$ cat config.mk
export PLATFORM = sky130hd
export DESIGN_NAME = stream_packer_flat
export DESIGN_NICKNAME = d
export VERILOG_FILES = /design/src/rtl/stream_packer_if.sv /design/src/rtl/stream_packer.sv /design/src/flat_wrapper.sv
export SDC_FILE = /design/constraint.sdc
export NUM_CORES = 1
export LEC_CHECK = 0
export CORE_MARGIN = 2
export CORE_UTILIZATION = 40
export DETAILED_ROUTE_END_ITERATION = 8
export GPL_TIMING_DRIVEN = 0
export MAX_ROUTING_LAYER = met4
export PLACE_DENSITY = 0.73
export SLEW_MARGIN = 0
export SYNTH_ARGS = -nofsm -noshare
export SYNTH_HDL_FRONTEND = slang
export SYNTH_SLANG_ARGS = --single-unit
$ cat constraint.sdc
create_clock -name clk -period 1.4 [get_ports clk]
set_clock_uncertainty 0.05 [all_clocks]
set_input_delay 0.42 -clock clk [delete_from_list [all_inputs] [get_ports clk]]
set_output_delay 0.42 -clock clk [all_outputs]
set_load 0.02 [all_outputs]
$ cat src/rtl/stream_packer_if.sv
// Bus between the narrow beat stream, the packer and the wide-word consumer.
// The slave modport is the packer's own view; the master modport is the surrounding logic.
interface stream_packer_if #(
    parameter int IN_WIDTH = 8,
    parameter int RATIO    = 4
);
    logic                        i_valid;
    logic                        o_ready;
    logic [IN_WIDTH-1:0]         in;
    logic                        i_last;
    logic                        o_valid;
    logic                        i_ready;
    logic [IN_WIDTH*RATIO-1:0]   out;
    logic [RATIO-1:0]            o_keep;
    logic                        o_last;

    modport slave (
        input  i_valid, in, i_last, i_ready,
        output o_ready, o_valid, out, o_keep, o_last
    );

    modport master (
        output i_valid, in, i_last, i_ready,
        input  o_ready, o_valid, out, o_keep, o_last
    );
endinterface

$ cat src/rtl/stream_packer.sv
// Narrow-to-wide packer: gathers RATIO input beats into one registered wide word.
// i_last flushes a partial word early; unused lanes are zero and their keep bits are clear.
module stream_packer #(
    parameter int IN_WIDTH = 8,
    parameter int RATIO    = 4
) (
    input  logic            clk,
    input  logic            srst,
    stream_packer_if.slave  bus
);
    localparam int OUT_WIDTH = IN_WIDTH * RATIO;
    localparam int CNT_W     = (RATIO > 1) ? $clog2(RATIO) : 1;

    typedef enum logic {FILL, HOLD} state_t;

    state_t                 state_reg, state_next;
    logic [CNT_W-1:0]       cnt_reg, cnt_next;
    logic [OUT_WIDTH-1:0]   data_reg, data_next;
    logic [RATIO-1:0]       keep_reg, keep_next;
    logic                   last_reg, last_next;
    logic [RATIO-1:0]       lane_hit;
    logic                   ready;
    logic                   beat_acc;
    logic                   complete;

    // One-hot decode of the lane the next accepted beat is written to.
    for (genvar gi = 0; gi < RATIO; gi++) begin : g_lane
        assign lane_hit[gi] = (cnt_reg == CNT_W'(gi));
    end

    assign ready    = (state_reg == FILL) | bus.i_ready;
    assign beat_acc = bus.i_valid & ready;
    assign complete = (cnt_reg == CNT_W'(RATIO - 1)) | bus.i_last;

    always_comb begin
        state_next = state_reg;
        cnt_next   = cnt_reg;
        data_next  = data_reg;
        keep_next  = keep_reg;
        last_next  = last_reg;
        case (state_reg)
            FILL: begin
                if (beat_acc) begin
                    for (int k = 0; k < RATIO; k++) begin
                        if (lane_hit[k]) begin
                            data_next[k*IN_WIDTH +: IN_WIDTH] = bus.in;
                        end
                    end
                    keep_next = keep_reg | lane_hit;
                    if (complete) begin
                        cnt_next   = '0;
                        last_next  = bus.i_last;
                        state_next = HOLD;
                    end else begin
                        cnt_next = cnt_reg + 1'b1;
                    end
                end
            end
            HOLD: begin
                if (bus.i_ready) begin
                    // Word leaves; a beat arriving now seeds lane 0 of a fresh word.
                    data_next  = '0;
                    keep_next  = '0;
                    last_next  = 1'b0;
                    cnt_next   = '0;
                    state_next = FILL;
                    if (beat_acc) begin
                        data_next[IN_WIDTH-1:0] = bus.in;
                        keep_next[0]            = 1'b1;
                        if (complete) begin
                            last_next  = bus.i_last;
                            state_next = HOLD;
                        end else begin
                            cnt_next = CNT_W'(1);
                        end
                    end
                end
            end
            default: state_next = FILL;
        endcase
    end

    always_ff @(posedge clk) begin
        if (srst) begin
            state_reg <= FILL;
            cnt_reg   <= '0;
            data_reg  <= '0;
            keep_reg  <= '0;
            last_reg  <= 1'b0;
        end else begin
            state_reg <= state_next;
            cnt_reg   <= cnt_next;
            data_reg  <= data_next;
            keep_reg  <= keep_next;
            last_reg  <= last_next;
        end
    end

    assign bus.o_ready = ready;
    assign bus.o_valid = (state_reg == HOLD);
    assign bus.out     = data_reg;
    assign bus.o_keep  = keep_reg;
    assign bus.o_last  = last_reg;
endmodule
$ cat src/flat_wrapper.sv
// flat-port wrapper written by rule: the top's interface ports become plain ports
module stream_packer_flat 
#(
    parameter int IN_WIDTH = 8,
    parameter int RATIO    = 4
)
  (clk, srst, bus_i_valid, bus_in, bus_i_last, bus_i_ready, bus_o_ready, bus_o_valid, bus_out, bus_o_keep, bus_o_last);
  stream_packer_if #(.IN_WIDTH(IN_WIDTH), .RATIO(RATIO)) bus_i ();
  input  logic clk;
  input  logic srst;
  input wire logic [$bits(bus_i.i_valid)-1:0] bus_i_valid;
  input wire logic [$bits(bus_i.in)-1:0] bus_in;
  input wire logic [$bits(bus_i.i_last)-1:0] bus_i_last;
  input wire logic [$bits(bus_i.i_ready)-1:0] bus_i_ready;
  output wire logic [$bits(bus_i.o_ready)-1:0] bus_o_ready;
  output wire logic [$bits(bus_i.o_valid)-1:0] bus_o_valid;
  output wire logic [$bits(bus_i.out)-1:0] bus_out;
  output wire logic [$bits(bus_i.o_keep)-1:0] bus_o_keep;
  output wire logic [$bits(bus_i.o_last)-1:0] bus_o_last;
  assign bus_i.i_valid = bus_i_valid;
  assign bus_i.in = bus_in;
  assign bus_i.i_last = bus_i_last;
  assign bus_i.i_ready = bus_i_ready;
  assign bus_o_ready = bus_i.o_ready;
  assign bus_o_valid = bus_i.o_valid;
  assign bus_out = bus_i.out;
  assign bus_o_keep = bus_i.o_keep;
  assign bus_o_last = bus_i.o_last;
  stream_packer #(.IN_WIDTH(IN_WIDTH), .RATIO(RATIO)) u_core (.clk(clk), .srst(srst), .bus(bus_i));
endmodule
---- Word-level counts from Yosys, hierarchy flattened ----
Cells that the tools add are included.
storage, ports and cells
  bits in registers ....................... 40
  bits in latches ......................... 0
  bits in writable memories ............... 0
  bits in read-only memories .............. 0
  input bits .............................. 13
  output and inout port bits .............. 39
  logic and storage cells ................. 59
  memories ................................ 0
operators by class
  add/subtract/negate cells ............... 1
  multiply operators ...................... 0
  divide/modulo/power cells ............... 0
  $lt $le $gt $ge ......................... 0
  equal/unequal tests ..................... 10
  shift-type cells ........................ 0
  mux-type cells .......................... 28
  bitwise operators ....................... 5
  reductions and logical operators ........ 7
operators with widths
  kind                                                 count
  two-way mux 32 bit                                   2
  case mux 32 bit (2 select lines)                     1
  two-way mux 8 bit                                    5
  AND reduction 3 bit                                  5
  != test 2 x 1 -> 1 bit, second input constant        6
  two-way mux 1 bit                                    10
  two-way mux 2 bit                                    4
  two-way mux 4 bit                                    2
  case mux 4 bit (2 select lines)                      1
  equality test 2 bit, second input constant           2
  OR 4 bit                                             1
  case mux 1 bit (2 select lines)                      2
  case mux 2 bit (2 select lines)                      1
  adder 2 x 1 -> 2 bit, second input constant          1
  equality test 2 x 1 -> 1 bit, second input constant  1
  logical NOT 2 bit                                    1
  != test 2 bit, second input constant                 1
  OR 1 bit                                             2
  AND reduction 2 bit                                  1
  bitwise AND 1 bit                                    1
  inverter 1 bit                                       1

---- Depth between registers and ports, before layout ----
Gate-level depths: netlist of the first run.
  word-level depth ........................ 6
  gate-level depth with buffers ........... 6
  gate-level depth less buffers ........... 5

---- Worst setup path after synthesis of the first run ----
OpenSTA, ideal clock, no wires.
  kind .................................... reg2reg
  from .................................... reg u_core.cnt_reg[0]
  to ...................................... reg u_core.keep_reg[0], in the netlist u_core.bus.o_keep[0]
  library setup time ...................... 128 ps
  data arrival time ....................... 1167 ps
  required time ........................... 1222 ps
  setup slack ............................. 55 ps
  cell stages (with the launch flop) ...... 6
  buffers on the path ..................... 0
  clock period less this slack ............ 1345 ps
  cell sequence ........................... dfxtp_1 -> inv_1 -> ha_1 -> mux2_2 -> a22oi_1 -> nor2_1
on the way
  word-level cells in the longest chain between the ends .. 4
ends and longest elaborated chain
  item                             RTL line             source
  from (decl)                      stream_packer.sv:17  logic [CNT_W-1:0] cnt_reg, cnt_next;
  from (signal assigned)           stream_packer.sv:92  cnt_reg <= cnt_next;
  logical NOT 2 bit                stream_packer.sv:28  assign lane_hit[gi] = (cnt_reg == CNT_W'(gi));
  OR 4 bit                         stream_packer.sv:49  keep_next = keep_reg | lane_hit;
  two-way mux 4 bit                stream_packer.sv:43  if (beat_acc) begin
  case mux 4 bit (2 select lines)  stream_packer.sv:41  case (state_reg)
  to (signal assigned)             stream_packer.sv:94  keep_reg <= keep_next;
  to (decl)                        stream_packer.sv:19  logic [RATIO-1:0] keep_reg, keep_next;
No other way between the ends. The select of a mux whose other input is x is not followed.
A chain may end at the register's enable or synchronous reset.

---- Worst setup path in the final report of the first run ----
  from .................................... reg u_core.state_reg, in the netlist u_core.bus.o_valid
  to ...................................... out bus_o_ready
on the way
  word-level cells in the longest chain between the ends .. 2
ends and longest elaborated chain
  item                    RTL line             source
  from (decl)             stream_packer.sv:16  state_t state_reg, state_next;
  from (signal assigned)  stream_packer.sv:91  state_reg <= state_next;
  inverter 1 bit          stream_packer.sv:31  assign ready = (state_reg == FILL) | bus.i_ready;
  OR 1 bit                stream_packer.sv:31
  to (decl)               flat_wrapper.sv:15   output wire logic [$bits(bus_i.o_ready)-1:0] bus_o_ready;
No other way between the ends.

==> impl_metrics.json, run 1 <==
{
  "gr-total-overflow": 0,
  "yosysSeqAreaShare": 0.483,
  "setup_ws_ns": -0.0410,
  "run_status": "complete, but fails checks",
  "pwr-share-comb": 0.137,
  "grt_max_degree": 13,
  "timing.hold.worst_path_depth": 2,
  "post-route-min-period_ns": 1.44,
  "place_congestion": 0.818,
  "leakage_power_summed_over_all_cells_nw": 0.966,
  "place_worst_setup_slack_ns": -0.879,
  "insertedDiodeCount": 0,
  "clock_tree.htree_level_count": 2,
  "synth.cell_area_um2": 1660,
  "share_of_cells_above_drive_strength_1": 0.307,
  "globalRouteTotalUtil": 0.212,
  "synth_fp_nets": 206,
  "power-per-cell-area_nw_per_um2": 996,
  "tritoncts.num_buffers": 5,
  "fillers": 389,
  "totalWireLength_um": 4530,
  "post_route_insts_no_fill": 304,
  "route.detailed.drc": 0,
  "power.switching_fraction": 0.261,
  "worst_reg2reg_path_startpoint": "u_core.cnt_reg[0]",
  "die_w_um": 68.4,
  "power.internal_mw": 1.69,
  "vias_in_the_first_global_route": 1414,
  "synth.distinct_cells": 23,
  "layout.cells.most_common": "sky130_fd_sc_hd__nand3_1",
  "setup_viol": 1,
  "timing.fmax_mhz": 694,
  "slew_headroom": 0.670,
  "cp_data_arrival_time_ns": 0.97,
  "seqPwrFrac": 0.518,
  "cts.root.buffer_cell": "sky130_fd_sc_hd__clkbuf_8",
  "worst_ir_drop_vdd_uv": 575,
  "worstRegToRegCells": 5,
  "clk_sink_count": 40,
  "crit_path_start_kind": "register",
  "worst_hold_slack_ns": 0.416,
  "critPathMaxFanout": 3,
  "vias_per_cell": 5.26,
  "dieHeight_um": 68.4,
  "tritoncts": "yes",
  "fin_util": 0.576,
  "syn2layout_area_growth_pct": 38.9,
  "dr.first_iter.drc_count": 86,
  "reg2reg_slack_ns": 0.02,
  "rsz0062_at_grt": "yes",
  "clock_power_share": 0.345,
  "holdCritStartpoint": "u_core.bus.out[11]",
  "worstMarginPinSlew_ns": 0.496,
  "most-common-layout-cells": "sky130_fd_sc_hd__nand3_1, sky130_fd_sc_hd__a21oi_1, sky130_fd_sc_hd__dfxtp_1, sky130_fd_sc_hd__nand2_1, sky130_fd_sc_hd__buf_2",
  "final_hold_viol_count": 0,
  "avgRoutedWirePerCell_um": 14.9,
  "max_cap_violations": 0,
  "grt_antenna_before_repair": 0,
  "vias": 1599,
  "pin_count": 52,
  "worstSkewPairLatency_ns": 0.30,
  "port_buffers": 50,
  "detail-route-antenna-nets": 0,
  "placedCellCount": 289,
  "p_sw_uw": 599,
  "critical_path.endpoint_type": "primary output",
  "critical_path_required_ns": 0.93,
  "cts_max_path_buffers": 2,
  "post_synth.cell_area_avg_um2": 8.77,
  "largest_register_ff_count": 32,
  "whs_endpoint": "u_core.bus.out[11]",
  "critical_path_class": "reg -> out",
  "violations": "setup timing",
  "post_layout_net_count": 270,
  "core_area_um2": 4000,
  "timing.final.max_slew_violations": 0,
  "grt_pass1_wl_um": 6930,
  "finalCritPeriodShare": 1.03,
  "syn_inst": 189,
  "dp.final_hpwl_um": 3050,
  "critical_path.reg2reg.endpoint": "u_core.bus.o_keep[0]",
  "worst_setup_hold_path_clk_slew_ns": 0.07,
  "hp-class": "reg -> reg",
  "firstDrtPassIters": 4,
  "ys_seq_elements": 40,
  "initial_utilization": 0.414,
  "dieArea_um2": 4680,
  "core.rowCount": 23,
  "ys.warnings.count": 0
}
## kinds of logic after synthesis
logic type / synth area share
AO/OA/AOI/OAI: 0.128
buffers and inverters: 0.0604
flip-flops: 0.483
adder cells (fa/ha/maj): 0.0302
multiplexers: 0.00679
AND/OR/NAND/NOR: 0.292
## worst max-delay path: stages (launching register included)
cell and delay, ns:
sky130_fd_sc_hd__dfxtp_4 0.36, sky130_fd_sc_hd__nor2b_4 0.15, sky130_fd_sc_hd__inv_2 0.05, sky130_fd_sc_hd__buf_6 0.12
## worst max path at each step
stage                                   from  cells after the start                   end
final                     u_core.bus.o_valid                      3           bus_o_ready
after global routing      u_core.bus.o_valid                      3           bus_o_ready
after CTS                 u_core.bus.o_valid                      3           bus_o_ready
after detailed placement         bus_i_ready                      4           bus_o_ready
after global placement           bus_i_ready                      4           bus_o_ready
after floorplan            u_core.cnt_reg[0]                      5  u_core.bus.o_keep[0]
## repair_timing
action                     4_1_cts  5_1_grt
hold buffers                     0        0
buffers inserted                 3        3
gates cloned                     0        1
setup endpoints to repair       63       62
resized for setup              130       35
## through the flow
| step | total power, mW | TNS (ns) | instance area, µm² |
|---|---|---|---|
| 2_1_floorplan | 1.38 | 0 | 1660 |
| 3_3_place_gp | 1.52 | -11.88 | 2220 |
| 3_5_place_dp | 1.52 | -12.73 | 2220 |
| 4_1_cts | 2.31 | -0.0331 | 2390 |
| 5_1_grt | 2.39 | -0.157 | 2300 |
| 6_report | 2.29 | -0.0410 | 2300 |
## synth_stat cells
| master | number | area share |
|---|---|---|
| sky130_fd_sc_hd__a21oi_1 | 37 | 0.11 |
| sky130_fd_sc_hd__a22oi_1 | 1 | 0.0045 |
| sky130_fd_sc_hd__and2_1 | 1 | 0.0038 |
| sky130_fd_sc_hd__and3b_1 | 3 | 0.016 |
| sky130_fd_sc_hd__buf_2 | 2 | 0.0060 |
| sky130_fd_sc_hd__buf_4 | 4 | 0.018 |
| sky130_fd_sc_hd__buf_6 | 3 | 0.020 |
| sky130_fd_sc_hd__clkbuf_1 | 4 | 0.0091 |
| sky130_fd_sc_hd__dfxtp_1 | 40 | 0.48 |
| sky130_fd_sc_hd__ha_1 | 4 | 0.030 |
| sky130_fd_sc_hd__inv_1 | 3 | 0.0068 |
| sky130_fd_sc_hd__mux2_2 | 1 | 0.0068 |
| sky130_fd_sc_hd__nand2_1 | 24 | 0.054 |
| sky130_fd_sc_hd__nand2_4 | 1 | 0.0068 |
| sky130_fd_sc_hd__nand2b_1 | 1 | 0.0038 |
| sky130_fd_sc_hd__nand3_1 | 43 | 0.13 |
| sky130_fd_sc_hd__nand3b_4 | 4 | 0.048 |
| sky130_fd_sc_hd__nand4b_1 | 1 | 0.0053 |
| sky130_fd_sc_hd__nor2_1 | 5 | 0.011 |
| sky130_fd_sc_hd__nor2b_1 | 1 | 0.0038 |
| sky130_fd_sc_hd__nor3_1 | 3 | 0.0091 |
| sky130_fd_sc_hd__o2111ai_1 | 1 | 0.0053 |
| sky130_fd_sc_hd__o21ai_0 | 2 | 0.0060 |
## final cells by class
class,count,area [µm²],area share
clock buffers,6,82.6,0.0359
well taps,50,62.6,0.0272
flip-flops and latches,40,807,0.350
inverters,3,11.3,0.00489
plain buffers,13,101,0.0440
clock inverters,2,10.0,0.00435
multi-input cells,133,786,0.341
repair buffers,57,443,0.192
## power by group through the flow
stage | Combinational [mW] | Clock [mW] | Sequential, mW
2_1_floorplan | 0.130 | 0 | 1.25
3_3_place_gp | 0.306 | 0 | 1.22
3_5_place_dp | 0.308 | 0 | 1.22
4_1_cts | 0.311 | 0.810 | 1.19
5_1_grt | 0.339 | 0.856 | 1.19
6_report | 0.314 | 0.791 | 1.19
## per-layer routing
layer	up-vias	routed length [µm]	track usage
li1	784	-	-
met1	751	1940	0.263
met2	58	2180	0.328
met3	6	357	0.0477
met4	0	52	0.0925
met5	-	0	-
(Power assumes the default switching activity.)
==> run 2, diff against run 1 <==
--- a/config.mk
+++ b/config.mk
@@ -5,7 +5,6 @@
 export SDC_FILE = /design/constraint.sdc
 export NUM_CORES = 1
 export LEC_CHECK = 0
-export CORE_MARGIN = 2
 export CORE_UTILIZATION = 40
 export DETAILED_ROUTE_END_ITERATION = 8
 export GPL_TIMING_DRIVEN = 0
==> impl_metrics.json, run 2 (synthesis results as in run 1) <==
{
  "clock_tree.htree_level_count": 2,
  "vias_in_the_first_global_route": 1396,
  "initial_utilization": 0.414,
  "worst_setup_hold_path_clk_slew_ns": 0.09,
  "critical_path.endpoint_type": "primary output",
  "tritoncts.num_buffers": 5,
  "crit_path_start_kind": "register",
  "fin_util": 0.569,
  "rsz0062_at_grt": "yes",
  "vias": 1632,
  "timing.hold.worst_path_depth": 2,
  "worstRegToRegCells": 5,
  "worst_ir_drop_vdd_uv": 524,
  "crit_path_cell_trace": "nor2b_4, inv_2, buf_6",
  "met1Wirelength_um": 2060,
  "pin_count": 52,
  "slew_headroom": 0.676,
  "setup_viol": 1,
  "core.rowCount": 23,
  "run_status": "complete, but fails checks",
  "hp-class": "reg -> reg",
  "largest_register_ff_count": 32,
  "top_layer_reached_by_signal_wires": "met4",
  "avgRoutedWirePerCell_um": 15.1,
  "syn2layout_area_growth_pct": 37.4,
  "timing.final.max_slew_violations": 0,
  "critical_path_required_ns": 0.93,
  "timing.fmax_mhz": 687,
  "layout.cells.most_common": "sky130_fd_sc_hd__nand3_1",
  "finalCritPeriodShare": 1.04,
  "grt_antenna_before_repair": 0,
  "die_w_um": 66.4,
  "dr_wl_met2_um": 2170,
  "core_area_um2": 4000,
  "tns_ns": -0.0567,
  "most-common-layout-cells": "sky130_fd_sc_hd__nand3_1, sky130_fd_sc_hd__a21oi_1, sky130_fd_sc_hd__dfxtp_1, sky130_fd_sc_hd__buf_2, sky130_fd_sc_hd__nand2_1",
  "gr-total-overflow": 0,
  "crit_path_max_incr_delay_ns": 0.36,
  "fillers": 385,
  "route.detailed.drc": 0,
  "hold_buffers": 0,
  "detail-route-antenna-nets": 0,
  "cts.root.buffer_cell": "sky130_fd_sc_hd__clkbuf_8",
  "dieArea_um2": 4410,
  "dieHeight_um": 66.4,
  "design_area_um2": 2280,
  "port_buffers": 50,
  "final_hold_viol_count": 0,
  "violations": "setup timing",
  "totalWireLength_um": 4600,
  "globalRouteTotalUtil": 0.229,
  "post_layout_net_count": 271,
  "max_cap_violations": 0,
  "setup_ws_ns": -0.0567,
  "grt_max_degree": 15,
  "dp.final_hpwl_um": 3050,
  "worstMarginPinSlew_ns": 0.487,
  "worst_hold_slack_ns": 0.420,
  "leakage_power_summed_over_all_cells_nw": 0.984,
  "power-per-cell-area_nw_per_um2": 1090,
  "report.power.total_mw": 2.48,
  "worstSkewPairLatency_ns": 0.30,
  "share_of_cells_above_drive_strength_1": 0.322,
  "cts_max_path_buffers": 2,
  "tritoncts": "yes",
  "grt_pass1_wl_um": 7110,
  "critPathMaxFanout": 3,
  "clk_sink_count": 40,
  "dr.first_iter.drc_count": 102,
  "cp_data_arrival_time_ns": 0.99,
  "firstDrtPassIters": 4,
  "met3_wirelength_from_detailed_routing_um": 302,
  "dpl-instance-area_um2": 2220,
  "slowest_cell_on_the_critical_path": "sky130_fd_sc_hd__dfxtp_4",
  "insertedDiodeCount": 0,
  "vias_per_cell": 5.35,
  "critical_path_class": "reg -> out",
  "place_congestion": 0.795,
  "post-route-min-period_ns": 1.46
}
-- run 2: cell count changes in the layout (fill, tap and decap cells not counted), sizes merged --
cell           delta
buf              +11
clkdlybuf4s15     -8
clkbuf            -3
clkinv            -2
bufinv            +1
clkinvlp          +1
inv               +1
-- run 2: area by class of cell --
type                            count  area (µm²)  area share
Multi-Input combinational cell    133         782       0.343
Clock buffer                        5        68.8      0.0302
Tap cell                           50        62.6      0.0275
Buffer                             13        97.6      0.0429
Timing Repair Buffer               58         402       0.176
Sequential cell                    40         807       0.354
Clock inverter                      3        46.3      0.0203
Inverter                            3        11.3     0.00495
-- run 2: stage by stage --
step                      setup WS (ns)  std cells
after floorplan                  0.0554        189
after global placement           -0.882        289
after detailed placement         -0.899        289
after CTS                       -0.0558        304
after global routing            -0.0954        305
final                           -0.0567        305
-- run 2: final timing paths --
check / startpoint / to / slack [ns]
worst max-delay path: u_core.bus.o_valid / bus_o_ready / -0.06
worst min-delay path: u_core.bus.out[9] / u_core.bus.out[9] / 0.42
worst max register to register: u_core.cnt_reg[0] / u_core.bus.o_keep[0] / 0.04
worst min register to register: u_core.bus.out[9] / u_core.bus.out[9] / 0.42
-- run 2: what timing repair did --
item                       4_1_cts  5_1_grt
hold endpoints to repair         0        0
buffers inserted                 8        1
setup endpoints to repair       55       60
gates resized for setup        142       35
pin swaps                        2        2
cloned                           0        1
-- run 2: per-layer routing --
metal,vias up,global-route usage
met1,779,0.282
met5,-,-
met2,58,0.367
met3,6,0.0534
met4,0,0.0798
li1,789,-
-- run 2: report_power, final --
part	internal, mW	switching, mW
combinational	0.126	0.180
clock	0.537	0.448
sequential	1.17	0.0203
total	1.83	0.648
-- run 2: critical path: cells and delay by family, from the launching register on --
kind / cells / cell delay, ns
AND/OR/NAND/NOR: 1 / 0.15
buffers and inverters: 2 / 0.17
flip-flops: 1 / 0.36
==> run 3, diff against run 2 <==
--- a/config.mk
+++ b/config.mk
@@ -10,6 +10,8 @@
 export GPL_TIMING_DRIVEN = 0
 export MAX_ROUTING_LAYER = met4
 export PLACE_DENSITY = 0.73
+export SETUP_SLACK_MARGIN = 0.05
+export SKIP_LAST_GASP = 1
 export SLEW_MARGIN = 0
 export SYNTH_ARGS = -nofsm -noshare
 export SYNTH_HDL_FRONTEND = slang
==> impl_metrics.json, run 3 (synthesis results as in run 1) <==
{
  "run_status": "complete, but fails checks",
  "violations": "setup timing",
  "vias_in_the_first_global_route": 1420,
  "core.rowCount": 23,
  "grt_pass1_wl_um": 7260,
  "cts_max_path_buffers": 2,
  "pin_count": 52,
  "post_layout_net_count": 280,
  "final_hold_viol_count": 0,
  "dieArea_um2": 4410,
  "hold_buffers": 0,
  "post_route_insts_no_fill": 314,
  "avgRoutedWirePerCell_um": 17.6,
  "largest_register_ff_count": 32,
  "cp_data_arrival_time_ns": 0.97,
  "syn2layout_area_growth_pct": 58.0,
  "crit_start": "u_core.bus.o_valid",
  "vias": 1722,
  "finalCritPeriodShare": 1.03,
  "max_cap_violations": 0,
  "hp-class": "reg -> reg",
  "route.detailed.drc": 0,
  "setup_ws_ns": -0.0366,
  "worst_reg2reg_path_startpoint": "u_core.bus.o_valid",
  "timing.final.max_slew_violations": 0,
  "clock_tree.htree_level_count": 2,
  "worstSkewPairLatency_ns": 0.30,
  "place_congestion": 0.795,
  "critical_path_required_ns": 0.93,
  "clk_sink_count": 40,
  "fin_util": 0.655,
  "grt_max_degree": 15,
  "place_worst_setup_slack_ns": -0.899,
  "post-route-min-period_ns": 1.44,
  "initial_utilization": 0.414,
  "slew_headroom": 0.580,
  "placedCellCount": 289,
  "share_of_cells_above_drive_strength_1": 0.485,
  "crit_end": "bus_o_ready",
  "dr.first_iter.drc_count": 122,
  "crit_path_start_kind": "register",
  "worst_hold_slack_ns": 0.416,
  "port_buffers": 50,
  "dieHeight_um": 66.4,
  "worstMarginPinSlew_ns": 0.630,
  "gr-total-overflow": 0,
  "rsz0062_at_grt": "yes",
  "leakage_power_summed_over_all_cells_nw": 1.09,
  "tritoncts.num_buffers": 5,
  "worst_ir_drop_vdd_uv": 541,
  "reg2reg_slack_ns": -0.01,
  "worstRegToRegCells": 8,
  "vias_per_cell": 5.48,
  "core_area_um2": 4000,
  "detail-route-antenna-nets": 0,
  "critPathMaxFanout": 2,
  "firstDrtPassIters": 4,
  "power-per-cell-area_nw_per_um2": 981,
  "most-common-layout-cells": "sky130_fd_sc_hd__buf_2, sky130_fd_sc_hd__dfxtp_1, sky130_fd_sc_hd__a21oi_1, sky130_fd_sc_hd__nand3_2, sky130_fd_sc_hd__nand2_1",
  "critical_path_class": "reg -> out",
  "insertedDiodeCount": 0,
  "timing.fmax_mhz": 696,
  "setup_viol": 4,
  "globalRouteTotalUtil": 0.234,
  "critical_path.endpoint_type": "primary output",
  "dp.final_hpwl_um": 3050,
  "grt_antenna_before_repair": 0,
  "totalWireLength_um": 5520,
  "cts.root.buffer_cell": "sky130_fd_sc_hd__clkbuf_8",
  "critical_path.reg2reg.endpoint": "u_core.bus.o_last",
  "tns_ns": -0.0487,
  "die_w_um": 66.4,
  "layout.cells.most_common": "sky130_fd_sc_hd__buf_2",
  "tritoncts": "yes",
  "worst_setup_hold_path_clk_slew_ns": 0.08
}
[run 3: cell types whose count changed in the layout (fill, tap and decap cells not counted), sizes merged]
cell / previous run / this run
clkdlybuf4s15: 5 / 0
clkbuf: 12 / 13
dlygate4sd2: 0 / 1
buf: 49 / 60
nand2: 25 / 26
dlymetal6s2s: 1 / 0
mux2: 1 / 2
[run 3: worst min-delay path by stage]
| stage | to | depth (start not counted) | from |
|---|---|---|---|
| 3_3_place_gp | u_core.bus.out[27] | 2 | u_core.bus.out[27] |
| 6_report | u_core.bus.out[25] | 2 | u_core.bus.out[25] |
| 5_1_grt | u_core.bus.out[27] | 2 | u_core.bus.out[27] |
| 3_5_place_dp | u_core.bus.out[13] | 2 | u_core.bus.out[13] |
| 2_1_floorplan | u_core.cnt_reg[0] | 2 | u_core.cnt_reg[0] |
| 4_1_cts | u_core.bus.out[13] | 2 | u_core.bus.out[13] |
[run 3: routing by layer]
layer  up-vias  GRT usage  share of wire
met3        12     0.0552          0.063
met2        66      0.366           0.49
met5         -          -              0
met1       833      0.289           0.43
li1        811          -              -
met4         0     0.0931          0.021
[run 3: metrics by stage]
step	area (µm²)	power (mW)
floorplan	1660	1.38
global placement	2220	1.52
detailed placement	2220	1.52
CTS	2230	2.49
global route	2620	2.66
finish	2620	2.57
[run 3: final cells by class]
cell class	count	area, µm²
clock inverter	3	46.3
multi-input combinational	135	988
tap	50	62.6
inverter	3	11.3
fill	340	1380
timing repair buffer	65	503
buffer	13	129
clock buffer	5	68.8
sequential	40	810
[run 3: worst max-delay path: stages, from the launching register on]
cell                      delay [ns]
sky130_fd_sc_hd__dfxtp_4        0.35
sky130_fd_sc_hd__nor2b_4        0.14
sky130_fd_sc_hd__inv_2          0.05
sky130_fd_sc_hd__buf_6          0.12
[run 3: power breakdown]
group	switching (mW)	internal, mW
clock	0.450	0.537
combinational	0.220	0.169
sequential	0.0251	1.17
[run 3: what timing repair did]
item,in CTS,in global routing
gates cloned,1,6
setup endpoints to repair,75,40
resized for setup,177,58
buffers inserted,9,3
pin swaps,2,34
